`config.mk`:
```
export PLATFORM = sky130hd
export DESIGN_NAME = fifo_axis_drain
export DESIGN_NICKNAME = d
export VERILOG_FILES = /design/src/rtl/fifo_axis_drain.sv
export SDC_FILE = /design/constraint.sdc
export NUM_CORES = 1
export LEC_CHECK = 0
export ABC_AREA = 1
export ABC_CLOCK_PERIOD_IN_PS = 1400
export BUFFER_PORTS_ARGS = -buffer_cell sky130_fd_sc_hd__buf_2
export CORE_AREA = 2 2 62 64
export DETAILED_ROUTE_END_ITERATION = 10
export DIE_AREA = 0 0 64 66
export HOLD_SLACK_MARGIN = 0.06
export PLACE_DENSITY = 0.83
export SETUP_SLACK_MARGIN = 0.15
export SYNTH_ARGS = -nofsm -noshare
export SYNTH_HDL_FRONTEND = slang
export SYNTH_SLANG_ARGS = --single-unit
```
`constraint.sdc`:
```
create_clock -name i_clk -period 1.4 [get_ports i_clk]
set_input_delay 0.21 -clock i_clk [delete_from_list [all_inputs] [get_ports i_clk]]
set_output_delay 0.21 -clock i_clk [all_outputs]
set_load 0.005 [all_outputs]
```
`src/rtl/fifo_axis_drain.sv`:
```
// fifo_axis_drain: pops a FIFO into a registered AXI-stream master with programmable TLAST framing
module fifo_axis_drain #(
    parameter int BW    = 8,
    parameter int LGPKT = 8
) (
    input  logic             i_clk,
    input  logic             i_reset,
    input  logic             i_fifo_empty,
    input  logic [BW-1:0]    i_fifo_data,
    output logic             o_fifo_rd,
    input  logic [LGPKT-1:0] i_pkt_len,
    output logic             o_m_valid,
    input  logic             i_m_ready,
    output logic [BW-1:0]    o_m_data,
    output logic             o_m_last,
    output logic             o_pkt_done
);
    logic             skid_valid;
    logic [BW-1:0]    skid_data;
    logic             skid_last;
    logic [LGPKT-1:0] cnt;
    logic [LGPKT-1:0] len_r;
    logic             last_w;

    // Popping depends only on registered state, never on i_m_ready
    assign o_fifo_rd = !i_fifo_empty && !skid_valid && !i_reset;

    // TLAST tag for the word being popped; the first beat uses the live length
    always_comb
        last_w = (cnt == '0) ? (i_pkt_len == '0) : (cnt == len_r);

    // Beat counter and packet length latched at each packet's first beat
    always_ff @(posedge i_clk)
        if (i_reset) begin
            cnt   <= '0;
            len_r <= '0;
        end else if (o_fifo_rd) begin
            cnt <= last_w ? '0 : cnt + 1'b1;
            if (cnt == '0)
                len_r <= i_pkt_len;
        end

    // Output register plus skid: skid absorbs the word popped during a stall
    always_ff @(posedge i_clk)
        if (i_reset) begin
            o_m_valid  <= 1'b0;
            o_m_data   <= '0;
            o_m_last   <= 1'b0;
            skid_valid <= 1'b0;
            skid_data  <= '0;
            skid_last  <= 1'b0;
        end else if (!o_m_valid || i_m_ready) begin
            o_m_valid  <= skid_valid || o_fifo_rd;
            skid_valid <= 1'b0;
            if (skid_valid) begin
                o_m_data <= skid_data;
                o_m_last <= skid_last;
            end else if (o_fifo_rd) begin
                o_m_data <= i_fifo_data;
                o_m_last <= last_w;
            end
        end else if (o_fifo_rd) begin
            skid_valid <= 1'b1;
            skid_data  <= i_fifo_data;
            skid_last  <= last_w;
        end

    // Pulse the cycle after a TLAST beat handshakes
    always_ff @(posedge i_clk)
        if (i_reset)
            o_pkt_done <= 1'b0;
        else
            o_pkt_done <= o_m_valid && i_m_ready && o_m_last;

`ifdef FORMAL
    logic f_past_valid = 1'b0;

    // Gate $past-based checks until one clock has elapsed
    always @(posedge i_clk)
        f_past_valid <= 1'b1;

    // AXI-stream stability, skid occupancy and no-loss properties
    always @(posedge i_clk)
        if (f_past_valid && !$past(i_reset)) begin
            if ($past(o_m_valid && !i_m_ready)) begin
                assert (o_m_valid);
                assert ($stable(o_m_data));
                assert ($stable(o_m_last));
            end
            if ($past(o_m_valid && !i_m_ready && o_fifo_rd))
                assert (skid_valid && skid_data == $past(i_fifo_data));
            if (skid_valid)
                assert (o_m_valid);
            if ($past(skid_valid && i_m_ready))
                assert (o_m_data == $past(skid_data) && !skid_valid);
        end
`endif
endmodule

```
Yosys cells after proc, flatten, opt, wreduce, memory -nomap -nowiden
Cells that the tools add are included.

Add/sub/neg operators: 1. Multiply operators: 0. Divide/modulo/power cells: 0. $lt $le $gt $ge: 0. Equal/unequal tests: 1. Shift-type cells: 0. Muxes and demuxes: 6. Bitwise operators: 1. Reductions and logical operators: 17.

Operators by type and width (number): 2-to-1 mux 8 bit (3); zero test 8 bit (2); adder 8 x 1 -> 8 bit (second input constant) (1); equality test 8 bit (1); AND reduction 2 bit (3); logical AND 1 bit (4); zero test 1 bit (4); 2-to-1 mux 1 bit (3); logical OR 1 bit (2); nonzero test 2 bit (1); OR reduction 2 bit (1); inverter 1 bit (1).

Register bits after elaboration: 37. Bits in latches: 0. Memory bits (writable): 0. Bits in read-only memories: 0. Input port bits: 20. Output and inout bits: 12. Logic and storage cells: 35. Memories kept: 0.

Depth between registers and ports, before layout
Gate-level depths: netlist (run 1).

Word-level depth: 5. Mapped depth: 10. Gate-level depth less buffers: 10.

Worst setup path before layout (run 1)
No wires, ideal clock.

Path type: flip-flop to flip-flop. From: reg cnt[0]. To: reg cnt[4]. Library setup time: 0.117 ns. Arrival: 1.230 ns. Required time: 1.283 ns. Setup slack: 0.053 ns. Stages on the path, launching flop included: 11. Buffers on the path: 0. Period minus slack after synthesis: 1.347 ns. Cell sequence: dfxtp_1 -> inv_1 -> ha_1 -> nand3_2 -> nor2_4 -> nor2_1 -> nand3_1 -> nand2_1 -> nand2_1 -> nand2_2 -> nor2_1.

Word-level cells in the longest chain between the ends: 3. Elaborated cells between the ends (all ways): 5. Classes of those cells: 1 x add/sub; 1 x eq/ne; 2 x mux; 1 x reduce/logical.

Ends and longest elaborated chain: start, declared (RTL line 21) `logic [LGPKT-1:0] cnt;`; start signal, assigned (RTL line 38) `cnt <= last_w ? '0 : cnt + 1'b1;`; parallel branches: the longest is 2 deep, another holds adder 8 x 1 -> 8 bit; 2-to-1 mux 8 bit * (RTL line 38).

Every way passes the cells marked *. A chain may end at the register's enable or synchronous reset.

Worst setup path in the final report (run 1)
From: reg cnt[1]. To: reg o_m_last.

Word-level cells in the longest chain between the ends: 4. Elaborated cells between the ends (all ways): 5. Classes of those cells: 1 x eq/ne; 3 x mux; 1 x reduce/logical.

Ends and longest elaborated chain: equality test 8 bit or zero test 8 bit (tied branches) (RTL line 30) `last_w = (cnt == '0) ? (i_pkt_len == '0) : (cnt == len_r);`; 2-to-1 mux 1 bit * (RTL line 30); 2-to-1 mux 1 bit * (RTL line 58) `end else if (o_fifo_rd) begin`; 2-to-1 mux 1 bit * (RTL line 55) `if (skid_valid) begin`; end signal, assigned (RTL line 57) `o_m_last <= skid_last;`; end signal, assigned (RTL line 60) `o_m_last <= last_w;`; end, declared (RTL line 15) `output logic o_m_last,`.

Every way passes the cells marked *; elsewhere a longest branch is shown, timed or not. The select of a mux whose other input is x is not followed.

==> summary.md, run 1 <==
| Metric | Value |
|---|---|
| Clock Latency Late Sink | `0.35 ns` |
| Max Clock Freq | `754 MHz` |
| Synth cell types | `31` |
| Final Skew | `0.0176 ns` |
| Hold/Removal Path Class | `in -> reg` |
| Die Ht | `66 um` |
| Crit path buf inv count | `2` |
| Status | `finished clean` |
| Crit Path Category | `reg -> reg` |
| Met1 WL | `1.58 mm` |
| Input/output buffers | `31` |
| Drt drc | `0` |
| Initial Util | `47.6%` |
| Worst hold margin | `0.0865 ns` |
| Utilization after layout | `a little over three fifths` |
| Post-route ant nets | `0` |
| Crit end category | `flop` |
| Final Cycle Share | `94.7%` |
| Max Used Layer | `met4` |
| Required time worst endpoint | `1.65 ns` |
| Clock buffer depth | `2` |
| Post-Syn Area | `1690 sq um` |
| Finished Cell Area | `about 2200 sq um` |
| Final cell count without fillers | `325` |
| Wire length on met3 | `289 um` |
| DP Area | `1910 sq um` |
| Post-layout nets | `298` |
| Clock transition at path regs | `0.12 ns` |
| Pwr dens | `1040 nW/um^2` |
| Final Hold Fails | `0` |
| Clock buffer count from CTS | `5` |
| DR iter-0 viols | `93` |
| Largest net degree at the start of global routing | `24` |
| Period minus WS final | `1.33 ns` |
| Post-synthesis cell count | `about 220` |
| Worst Max-Slew Pin Slew | `0.217 ns` |
| Leakage power | `1.00 nW` |
| Area grow syn2layout | `32.5%` |
| Clock Root Buffer | `clkbuf_4` |
| Number of global-route vias before repair | `1,538` |
| H-tree Lvls | `2` |
| Setup crit start kind | `flop` |
| Grt total ovfl | `0` |
| Synth Area in Adders | `~1.5%` |
| RSZ-0062 raised after global routing | `true` |
| Top Family by Delay on Critical Path | `simple AND/OR/NAND/NOR gates` |
| Worst vdd ir | `about 0.7 mV` |
| Arr. time, crit path | `~1.6 ns` |
| Clock Sinks | `37` |
| Die area | `about 4200 sq um` |
| Cell total after placement | `a little over 300` |
| # IOs | `32` |
| Largest family of logic cells by synthesized area | `simple AND/OR/NAND/NOR gates` |
| Worst-path maximum fanout | `4` |
| CORE AREA | `3550 sq um` |
| Most used cell, CP | `nand2_2` |
| Vias/cell | `5.16` |
| Worst-path cell chain | `inv_2 -> ha_4 -> nand3_4 -> nor2_4 -> nor2_2 -> nand3_2 -> nand2_2 -> buf_4 -> nand2_2 -> a21oi_2` |
| Post-synthesis compound-gate area fraction | `15.0%` |
| Met2 Wirelength | `2.10 mm` |
| DRT Wirelength | `a little over 4 mm` |
| Rows | `22` |
| Placer Congestion | `0.876` |
| Post-synthesis xor/xnor area fraction | `approximately 4.7%` |
| Gr usage total | `a little over 20%` |
| Slew Limit Fails | `0` |
| Via count | `1,677` |
| YS warnings | `0` |
| Seq/Total Area, Yosys | `43.9%` |
| Die X | `~64 um` |
| Crit-path slowest cell | `dfxtp_4` |
| Max Cap Viol | `0` |
| Final Setup Violations | `0` |
| Post-Synth Simple-Gate Area | `27.1%` |
| Slew headroom | `85.5%` |
| CP max stage delay | `0.37 ns` |
| Post-DP HPWL | `2.64 mm` |
| Net count after synthesis | `246` |
| DR pass1 iterations | `4` |
| Fraction of final layout cells with drive strength greater than 1 | `roughly 36%` |
| Seq cells post-synth | `37` |
| TritonCTS clock tree | `done` |
| Syn Area/Cell | `around 7.5 sq um` |
| ANT cells | `0` |
| WL/cell | `12.8 um` |
| Initial antenna violation count | `0` |
| Post-synthesis mux area share | `0%` |
| Fillers | `approximately 300` |
| First-pass GRT wire length | `between 6 and 7 mm` |
## area by class of cell
cell class | instances | area (sq um) | area share (%)
multi-input combinational | 162 | 906 | 40.5
sequential | 37 | 757 | 33.8
timing repair buffer | 52 | 329 | 14.7
inverter | 18 | 97.6 | 4.36
tap | 48 | 60.1 | 2.68
clock buffer | 6 | 51.3 | 2.29
clock inverter | 2 | 37.5 | 1.68
## cell usage after synthesis
| master | number | area [sq um] |
|---|---|---|
| nand2_4 | 1 | 11.3 |
| nor2_2 | 1 | 6.26 |
| nand3_1 | 8 | 40.0 |
| nor2_4 | 3 | 33.8 |
| nand2_2 | 1 | 6.26 |
| a21oi_1 | 12 | 60.1 |
| xnor2_1 | 2 | 17.5 |
| nand3_2 | 1 | 10.0 |
| a31oi_1 | 8 | 50.1 |
| nand4_1 | 1 | 6.26 |
| nand3_4 | 1 | 17.5 |
| xor2_1 | 7 | 61.3 |
| inv_1 | 13 | 48.8 |
| o21ai_1 | 2 | 10.0 |
| o21ai_0 | 22 | 110 |
| inv_2 | 1 | 3.75 |
| a211oi_1 | 1 | 7.51 |
| buf_6 | 2 | 22.5 |
| clkbuf_1 | 2 | 7.51 |
| dfxtp_1 | 37 | 741 |
| buf_2 | 1 | 5.00 |
| clkinv_1 | 2 | 7.51 |
| o21bai_1 | 1 | 7.51 |
| inv_4 | 1 | 6.26 |
| nor2_1 | 38 | 143 |
| o21ai_2 | 1 | 8.76 |
| nand2_1 | 49 | 184 |
| buf_4 | 1 | 7.51 |
| inv_6 | 1 | 8.76 |
| buf_8 | 1 | 15.0 |
| ha_1 | 2 | 25.0 |
## timing repair
action | CTS | global route
pin swaps | 8 | 14
setup endpoints to repair | 23 | 27
resized for setup | 15 | 31
endpoints found under the hold margin | 1 | 0
buffers inserted | 11 | 3
hold buffers | 1 | 0
## cells by family (layout without fill, tap and decap cells)
| group | Yosys count | after routing |
|---|---|---|
| flip-flops | 37 | 37 |
| XOR/XNOR | 9 | 9 |
| buffers and inverters | 25 | 78 |
| adder cells (fa/ha/maj) | 2 | 2 |
| AND/OR/NAND/NOR | 104 | 104 |
| AO/OA/AOI/OAI | 47 | 47 |
## worst paths after layout
| path | start | to | slack (ns) | cells past startpoint |
|---|---|---|---|---|
| worst min-delay path | i_fifo_data[2] | skid_data[2] | 0.09 | 3 |
| worst max-delay path | cnt[1] | o_m_last | 0.07 | 10 |
| worst max register to register | cnt[1] | o_m_last | 0.07 | 10 |
| worst min register to register | o_m_last | o_pkt_done | 0.46 | 2 |
## state kept, by name, summed over array words and instances (netlist names)
name,count
o_pkt_done,1
o_m_valid,1
cnt,8
skid_valid,1
skid_data,8
o_m_data,8
skid_last,1
len_r,8
o_m_last,1
## per-stage QoR
stage          setup WS [ns]  setup TNS [ns]  power (mW)
6_report              0.0737               0        2.33
4_1_cts               0.0530               0        2.29
3_3_place_gp          0.0604               0        1.42
5_1_grt              -0.0252          -0.128        2.44
2_1_floorplan          0.158               0        1.34
3_5_place_dp        -0.00267        -0.00313        1.43
## layer usage
metal / GRT usage (%) / vias up
met2: 36.1 / 65
met1: 23.5 / 759
li1: - / 834
met5: 0 / -
met4: 10.3 / 0
met3: 5.62 / 19
## placed cells by master (no fill, tap or decap), types with 2 or more instances in the layout
cell,n
a21oi_1,10
dfxtp_2,7
nand2_1,45
a31oi_1,8
nor2_2,5
o21ai_0,18
clkbuf_4,5
nor2_1,34
xor2_1,7
nand2_2,3
nand3_4,2
inv_4,3
dfxtp_4,2
buf_6,3
buf_4,18
nand2_4,2
inv_6,2
inv_2,2
clkinvlp_4,2
dfxtp_1,28
a21oi_2,2
o21ai_1,5
inv_1,8
buf_2,30
nor2_4,3
nand3_1,7
## power breakdown
| group | internal [mW] | leakage (nW) | total [mW] | switching (mW) |
|---|---|---|---|---|
| registers | 1.10 | 0.306 | 1.13 | 0.0312 |
| logic | 0.189 | 0.652 | 0.408 | 0.219 |
| clock network | 0.424 | 0.0445 | 0.791 | 0.366 |
| total | 1.71 | 1.00 | 2.33 | 0.617 |
## worst min-delay path, delay by kind of cell
family	cells	cell delay [ns]
buffers and inverters	1	0.09
AND/OR/NAND/NOR	2	0.12
No activity file was read; power rests on OpenSTA's default activity.
==> run 2, diff against run 1 <==
--- a/config.mk
+++ b/config.mk
@@ -8,11 +8,13 @@
 export ABC_AREA = 1
 export ABC_CLOCK_PERIOD_IN_PS = 1400
 export BUFFER_PORTS_ARGS = -buffer_cell sky130_fd_sc_hd__buf_2
-export CORE_AREA = 2 2 62 64
+export CELL_PAD_IN_SITES_DETAIL_PLACEMENT = 1
+export CELL_PAD_IN_SITES_GLOBAL_PLACEMENT = 1
+export CORE_AREA = 2 2 73 75
 export DETAILED_ROUTE_END_ITERATION = 10
-export DIE_AREA = 0 0 64 66
+export DIE_AREA = 0 0 75 77
 export HOLD_SLACK_MARGIN = 0.06
-export PLACE_DENSITY = 0.83
+export PLACE_DENSITY = 0.82
 export SETUP_SLACK_MARGIN = 0.15
 export SYNTH_ARGS = -nofsm -noshare
 export SYNTH_HDL_FRONTEND = slang
==> summary.md, run 2 (synthesis gave the netlist of run 1 again) <==
| Metric | Value |
|---|---|
| Status | `finished clean (unchanged)` |
| Worst r2r path cells | `9 (was 10)` |
| DRT Wirelength | `5.14 mm (was 4.15 mm)` |
| RSZ-0062 raised after global routing | `true (unchanged)` |
| Reg area | `753 sq um (was 757 sq um)` |
| Sequential share of power | `44.8% (was 48.6%)` |
| Sw frac | `27.7% (was 26.5%)` |
| Hold/Removal Path Class | `in -> reg (unchanged)` |
| Vias/cell | `4.86 (was 5.16)` |
| Worst-path maximum fanout | `5 (was 4)` |
| Power Total | `2.53 mW (was 2.33 mW)` |
| Die area | `5780 sq um (was 4220 sq um)` |
| Hold depth | `3 (unchanged)` |
| ANT cells | `0 (unchanged)` |
| Clock buffer depth | `2 (unchanged)` |
| Max Cap Viol | `0 (unchanged)` |
| Die X | `75 um (was 64 um)` |
| Worst Max-Slew Pin Slew | `0.288 ns (was 0.217 ns)` |
| Grt total ovfl | `0 (unchanged)` |
| Clock Latency Late Sink | `0.30 ns (was 0.35 ns)` |
| CORE AREA | `4980 sq um (was 3550 sq um)` |
| Final Cycle Share | `99.7% (was 94.7%)` |
| Clock group share of total power | `38.1% (was 33.9%)` |
| Slew headroom | `80.8% (was 85.5%)` |
| Post-layout nets | `300 (was 298)` |
| Input/output buffers | `31 (unchanged)` |
| Fraction of final layout cells with drive strength greater than 1 | `43.0% (was 36.5%)` |
| Crit Path Category | `reg -> out (was reg -> reg)` |
| Most frequent cells in the layout | `42 x nand2_1, 30 x buf_2, 29 x dfxtp_1, 26 x nor2_1, 16 x buf_4 (was 45 x nand2_1, 34 x nor2_1, 30 x buf_2, 28 x dfxtp_1)` |
| Post-route ant nets | `0 (unchanged)` |
| Number of global-route vias before repair | `1,706 (was 1,538)` |
| Final Skew | `0.00982 ns (was 0.0176 ns)` |
| Clock buffer count from CTS | `5 (unchanged)` |
| CTS Hold Bufs | `0 (was 1)` |
| Via count | `1,695 (was 1,677)` |
| Final Hold Fails | `0 (unchanged)` |
| Period minus WS final | `1.40 ns (was 1.33 ns)` |
| R2r startpoint | `skid_valid (was cnt[1])` |
| Post-DP HPWL | `3.33 mm (was 2.64 mm)` |
| Drt drc | `0 (unchanged)` |
| Placer Congestion | `0.884 (was 0.876)` |
| Max Clock Freq | `717 MHz (was 754 MHz)` |
| WL/cell | `14.7 um (was 12.8 um)` |
| Clock transition at path regs | `0.09 ns (was 0.12 ns)` |
| Worst vdd ir | `0.562 mV (was 0.695 mV)` |
| Sw Pwr | `0.702 mW (was 0.617 mW)` |
| Rows | `26 (was 22)` |
| Required time worst endpoint | `1.19 ns (was 1.65 ns)` |
| H-tree Lvls | `2 (unchanged)` |
| Clock Sinks | `37 (unchanged)` |
| Die Ht | `77 um (was 66 um)` |
| Worst reg2reg path endpoint | `cnt[6] (was o_m_last)` |
| DR iter-0 viols | `40 (was 93)` |
| Pwr dens | `1060 nW/um^2 (was 1040 nW/um^2)` |
| Flop2flop setup slack | `0.03 ns (was 0.07 ns)` |
| Gr usage total | `18.7% (was 20.8%)` |
| Area of the multi-input gates | `971 sq um (was 906 sq um)` |
| Fillers | `626 (was 292)` |
| Arr. time, crit path | `1.19 ns (was 1.57 ns)` |
| HP Start | `i_fifo_data[0] (was i_fifo_data[2])` |
| Leakage power | `1.04 nW (was 1.00 nW)` |
| Commonest non-fill, non-tap cell in the layout | `nand2_1 (unchanged)` |
| Initial antenna violation count | `0 (unchanged)` |
| Crit end category | `output port (was flop)` |
| TritonCTS clock tree | `done (unchanged)` |
| Hold Path Sink | `skid_data[0] (was skid_data[2])` |
| Combinational Power Share | `17.1% (was 17.5%)` |
| Setup TNS | `0 ns (unchanged)` |
| Setup crit start kind | `flop (unchanged)` |
| Internal power | `1.83 mW (was 1.71 mW)` |
| DR pass1 iterations | `4 (unchanged)` |
| Largest net degree at the start of global routing | `24 (unchanged)` |
| Initial Util | `33.9% (was 47.6%)` |
| First-pass GRT wire length | `8.14 mm (was 6.69 mm)` |
| # IOs | `32 (unchanged)` |
| Clock Root Buffer | `clkbuf_8 (was clkbuf_4)` |
| Area grow syn2layout | `41.9% (was 32.5%)` |
| Final Setup Violations | `0 (unchanged)` |
| Slew Limit Fails | `0 (unchanged)` |
==> run 2: metal layers <==
| metal | vias up | global-route usage (%) | routed length, um |
|---|---|---|---|
| met5 | - | 0 | 0 |
| met4 | 0 | 6.79 | 85 |
| met2 | 31 | 32.6 | 2810 |
| li1 | 832 | - | - |
| met1 | 824 | 20.8 | 2070 |
| met3 | 8 | 5.52 | 173 |
==> run 2: how the worst max path moves through the flow <==
stage | endpoint | slack, ns | startpoint
finish | o_fifo_rd | 0.005 | skid_valid
floorplan | cnt[0] | 0.16 | cnt[0]
global placement | cnt[4] | 0.05 | cnt[1]
CTS | cnt[5] | 0.02 | cnt[0]
detailed placement | cnt[5] | -0.04 | cnt[1]
global route | cnt[6] | -0.07 | skid_valid
==> run 2: power by group through the flow <==
| stage | sequential (mW) | clock, mW | combinational [mW] |
|---|---|---|---|
| 2_1_floorplan | 1.15 | 0 | 0.188 |
| 4_1_cts | 1.13 | 0.983 | 0.346 |
| 3_5_place_dp | 1.16 | 0 | 0.294 |
| 3_3_place_gp | 1.15 | 0 | 0.285 |
| 6_report | 1.13 | 0.964 | 0.433 |
| 5_1_grt | 1.14 | 1.02 | 0.478 |
==> run 2: layout make-up <==
type / count / area share, %
multi-input cells: 162 / 40.5
flip-flops and latches: 37 / 31.4
repair buffers: 54 / 15.8
inverters: 18 / 3.81
well taps: 70 / 3.66
clock buffers: 5 / 2.87
clock inverters: 3 / 1.93
==> run 2: timing repair <==
item	CTS	global route
setup endpoints to repair	30	32
pin swaps	9	16
setup buffers	7	7
resized for setup	16	54
endpoints found under the hold margin	0	0
==> run 2: critical path, cell delays in order (launching register included) <==
cell	delay, ns
dfxtp_2	0.35
nor2_4	0.13
nand2_4	0.10
inv_8	0.09
buf_6	0.12
buf_6	0.09
==> run 2: stage by stage <==
step	area (sq um)	setup WS [ns]	instances	hold WS [ns]	utilization (%)
finish	2400	0.00481	349	0.128	48.1
global route	2400	-0.0742	349	0.131	48.1
CTS	2170	0.0228	342	0.115	43.6
detailed placement	1960	-0.0405	327	0.456	39.4
global placement	1960	0.0517	327	0.450	39.4
floorplan	1710	0.158	224	0.310	-
==> run 3, diff against run 2 <==
--- a/config.mk
+++ b/config.mk
@@ -10,11 +10,11 @@
 export BUFFER_PORTS_ARGS = -buffer_cell sky130_fd_sc_hd__buf_2
 export CELL_PAD_IN_SITES_DETAIL_PLACEMENT = 1
 export CELL_PAD_IN_SITES_GLOBAL_PLACEMENT = 1
-export CORE_AREA = 2 2 73 75
+export CORE_AREA = 2 2 93 59
 export DETAILED_ROUTE_END_ITERATION = 10
-export DIE_AREA = 0 0 75 77
+export DIE_AREA = 0 0 95 61
 export HOLD_SLACK_MARGIN = 0.06
-export PLACE_DENSITY = 0.82
+export PLACE_DENSITY = 0.83
 export SETUP_SLACK_MARGIN = 0.15
 export SYNTH_ARGS = -nofsm -noshare
 export SYNTH_HDL_FRONTEND = slang
==> summary.md, run 3 (synthesis gave the netlist of run 1 again) <==
| Metric | Value |
|---|---|
| Status | `finished clean (unchanged)` |
| Cell total after placement | `323 (was 327)` |
| Area grow syn2layout | `45.5% (was 41.9%)` |
| Post-layout nets | `308 (was 300)` |
| Clock group share of total power | `32.6% (was 38.1%)` |
| Worst vdd ir | `0.327 mV (was 0.562 mV)` |
| Slew headroom | `78.4% (was 80.8%)` |
| Setup TNS | `0 ns (unchanged)` |
| Initial Util | `34.3% (was 33.9%)` |
| Final cell count without fillers | `352 (was 349)` |
| Final Cycle Share | `98.7% (was 99.7%)` |
| Fraction of final layout cells with drive strength greater than 1 | `46.2% (was 43.0%)` |
| Clock buffer count from CTS | `5 (unchanged)` |
| Sequential share of power | `47.7% (was 44.8%)` |
| RSZ-0062 raised after global routing | `true (unchanged)` |
| Largest net degree at the start of global routing | `24 (unchanged)` |
| Internal power | `1.69 mW (was 1.83 mW)` |
| Power Total | `2.38 mW (was 2.53 mW)` |
| TritonCTS clock tree | `done (unchanged)` |
| Max Cap Viol | `0 (unchanged)` |
| DP Area | `1950 sq um (was 1960 sq um)` |
| Commonest non-fill, non-tap cell in the layout | `nand2_1 (unchanged)` |
| Final Hold Fails | `0 (unchanged)` |
| Post-place setup slack | `-0.0536 ns (was -0.0405 ns)` |
| Initial antenna violation count | `0 (unchanged)` |
| Clock Root Buffer | `clkbuf_8 (unchanged)` |
| Number of global-route vias before repair | `1,838 (was 1,706)` |
| DRT Wirelength | `6.07 mm (was 5.14 mm)` |
| Arr. time, crit path | `1.61 ns (was 1.19 ns)` |
| Area of the multi-input gates | `1020 sq um (was 971 sq um)` |
| Post-DP HPWL | `3.63 mm (was 3.33 mm)` |
| Gr usage total | `20.9% (was 18.7%)` |
| First-pass GRT wire length | `8.76 mm (was 8.14 mm)` |
| Setup crit start kind | `flop (unchanged)` |
| Sw frac | `28.9% (was 27.7%)` |
| Worst Max-Slew Pin Slew | `0.321 ns (was 0.288 ns)` |
| Die X | `95 um (was 75 um)` |
| Fillers | `621 (was 626)` |
| Hold/Removal Path Class | `in -> reg (unchanged)` |
| Final Setup Violations | `0 (unchanged)` |
| Drt drc | `0 (unchanged)` |
| Sw Pwr | `0.690 mW (was 0.702 mW)` |
| Vias/cell | `5.03 (was 4.86)` |
| Utilization after layout | `49.8% (was 48.1%)` |
| WL/cell | `17.2 um (was 14.7 um)` |
| H-tree Lvls | `2 (unchanged)` |
| # IOs | `32 (unchanged)` |
| Placer Congestion | `0.836 (was 0.884)` |
| Most frequent cells in the layout | `44 x nand2_1, 31 x buf_2, 27 x dfxtp_1, 24 x buf_4, 22 x nor2_1 (was 42 x nand2_1, 30 x buf_2, 29 x dfxtp_1, 26 x nor2_1, 16 x buf_4)` |
| Die area | `5800 sq um (was 5780 sq um)` |
| Die Ht | `61 um (was 77 um)` |
| DR pass1 iterations | `4 (unchanged)` |
| Via count | `1,772 (was 1,695)` |
| Final Skew | `0.00536 ns (was 0.00982 ns)` |
| Slew Limit Fails | `0 (unchanged)` |
| Crit end category | `flop (was output port)` |
| Worst-path maximum fanout | `7 (was 5)` |
| Grt total ovfl | `0 (unchanged)` |
| Clock Sinks | `37 (unchanged)` |
| Rows | `20 (was 26)` |
| Clock transition at path regs | `0.07 ns (was 0.09 ns)` |
| Reg area | `763 sq um (was 753 sq um)` |
| Clock Latency Late Sink | `0.30 ns (about the same)` |
| Crit Path Category | `reg -> reg (was reg -> out)` |
| Worst hold margin | `0.155 ns (was 0.128 ns)` |
| Required time worst endpoint | `1.63 ns (was 1.19 ns)` |
| DR iter-0 viols | `94 (was 40)` |
| Input/output buffers | `31 (unchanged)` |
| Clock buffer depth | `2 (unchanged)` |
| Post-route ant nets | `0 (unchanged)` |
| Pwr dens | `970 nW/um^2 (was 1060 nW/um^2)` |
| Leakage power | `1.07 nW (was 1.04 nW)` |
| Period minus WS final | `1.38 ns (was 1.40 ns)` |
| Max Clock Freq | `724 MHz (was 717 MHz)` |
| CORE AREA | `4930 sq um (was 4980 sq um)` |
| ANT cells | `0 (unchanged)` |
| Combinational Power Share | `19.7% (was 17.1%)` |
| Final worst setup slack | `0.0182 ns (was 0.00481 ns)` |
| Finished Cell Area | `2460 sq um (was 2400 sq um)` |
[run 3: changes by cell type in the layout (fill, tap and decap cells not counted), sizes merged]
cell	change
buf	+7
bufinv	-1
clkbuf	+2
inv	-1
[run 3: worst max-delay path, stage by stage (launching register included)]
cell and delay (ns):
dfxtp_4 0.37, nor2_2 0.11, nand2_1 0.12, nor2_4 0.18, nor2_2 0.06, nand3_2 0.10, nand2_4 0.08, nand2_4 0.10
nand2_8 0.09, nor2_4 0.11
[run 3: power groups by stage]
stage	sequential, mW	clock (mW)	combinational [mW]
floorplan	1.15	0	0.188
global placement	1.16	0	0.279
detailed placement	1.16	0	0.290
global route	1.14	0.837	0.508
finish	1.14	0.778	0.469
CTS	1.13	0.783	0.389
[run 3: worst paths after layout]
check	start	end	slack, ns	depth (start not counted)
max	cnt[6]	cnt[0]	0.02	9
min	i_fifo_data[3]	skid_data[3]	0.15	3
max reg2reg	cnt[6]	cnt[0]	0.02	9
min reg2reg	skid_data[1]	o_m_data[1]	0.47	2
[run 3: cell type report]
class | instances | area share, %
inverters | 18 | 4.02
repair buffers | 61 | 16.4
multi-input cells | 162 | 41.3
well taps | 66 | 3.36
repair inverters | 1 | 0.305
flip-flops and latches | 37 | 31.1
clock buffers | 7 | 3.51
[run 3: metal layers]
layer  global-route usage, %  part of all wire (%)
met3                    6.09                   3.6
met2                    35.6                    48
met1                    26.0                    47
met4                    6.42                   1.3
met5                       0                     0
[run 3: what timing repair did]
item	CTS	global route
cloned	1	1
gates resized for setup	27	61
endpoints found under the setup margin	29	36
pin swaps	9	20
hold buffers	0	0
buffers inserted	15	5
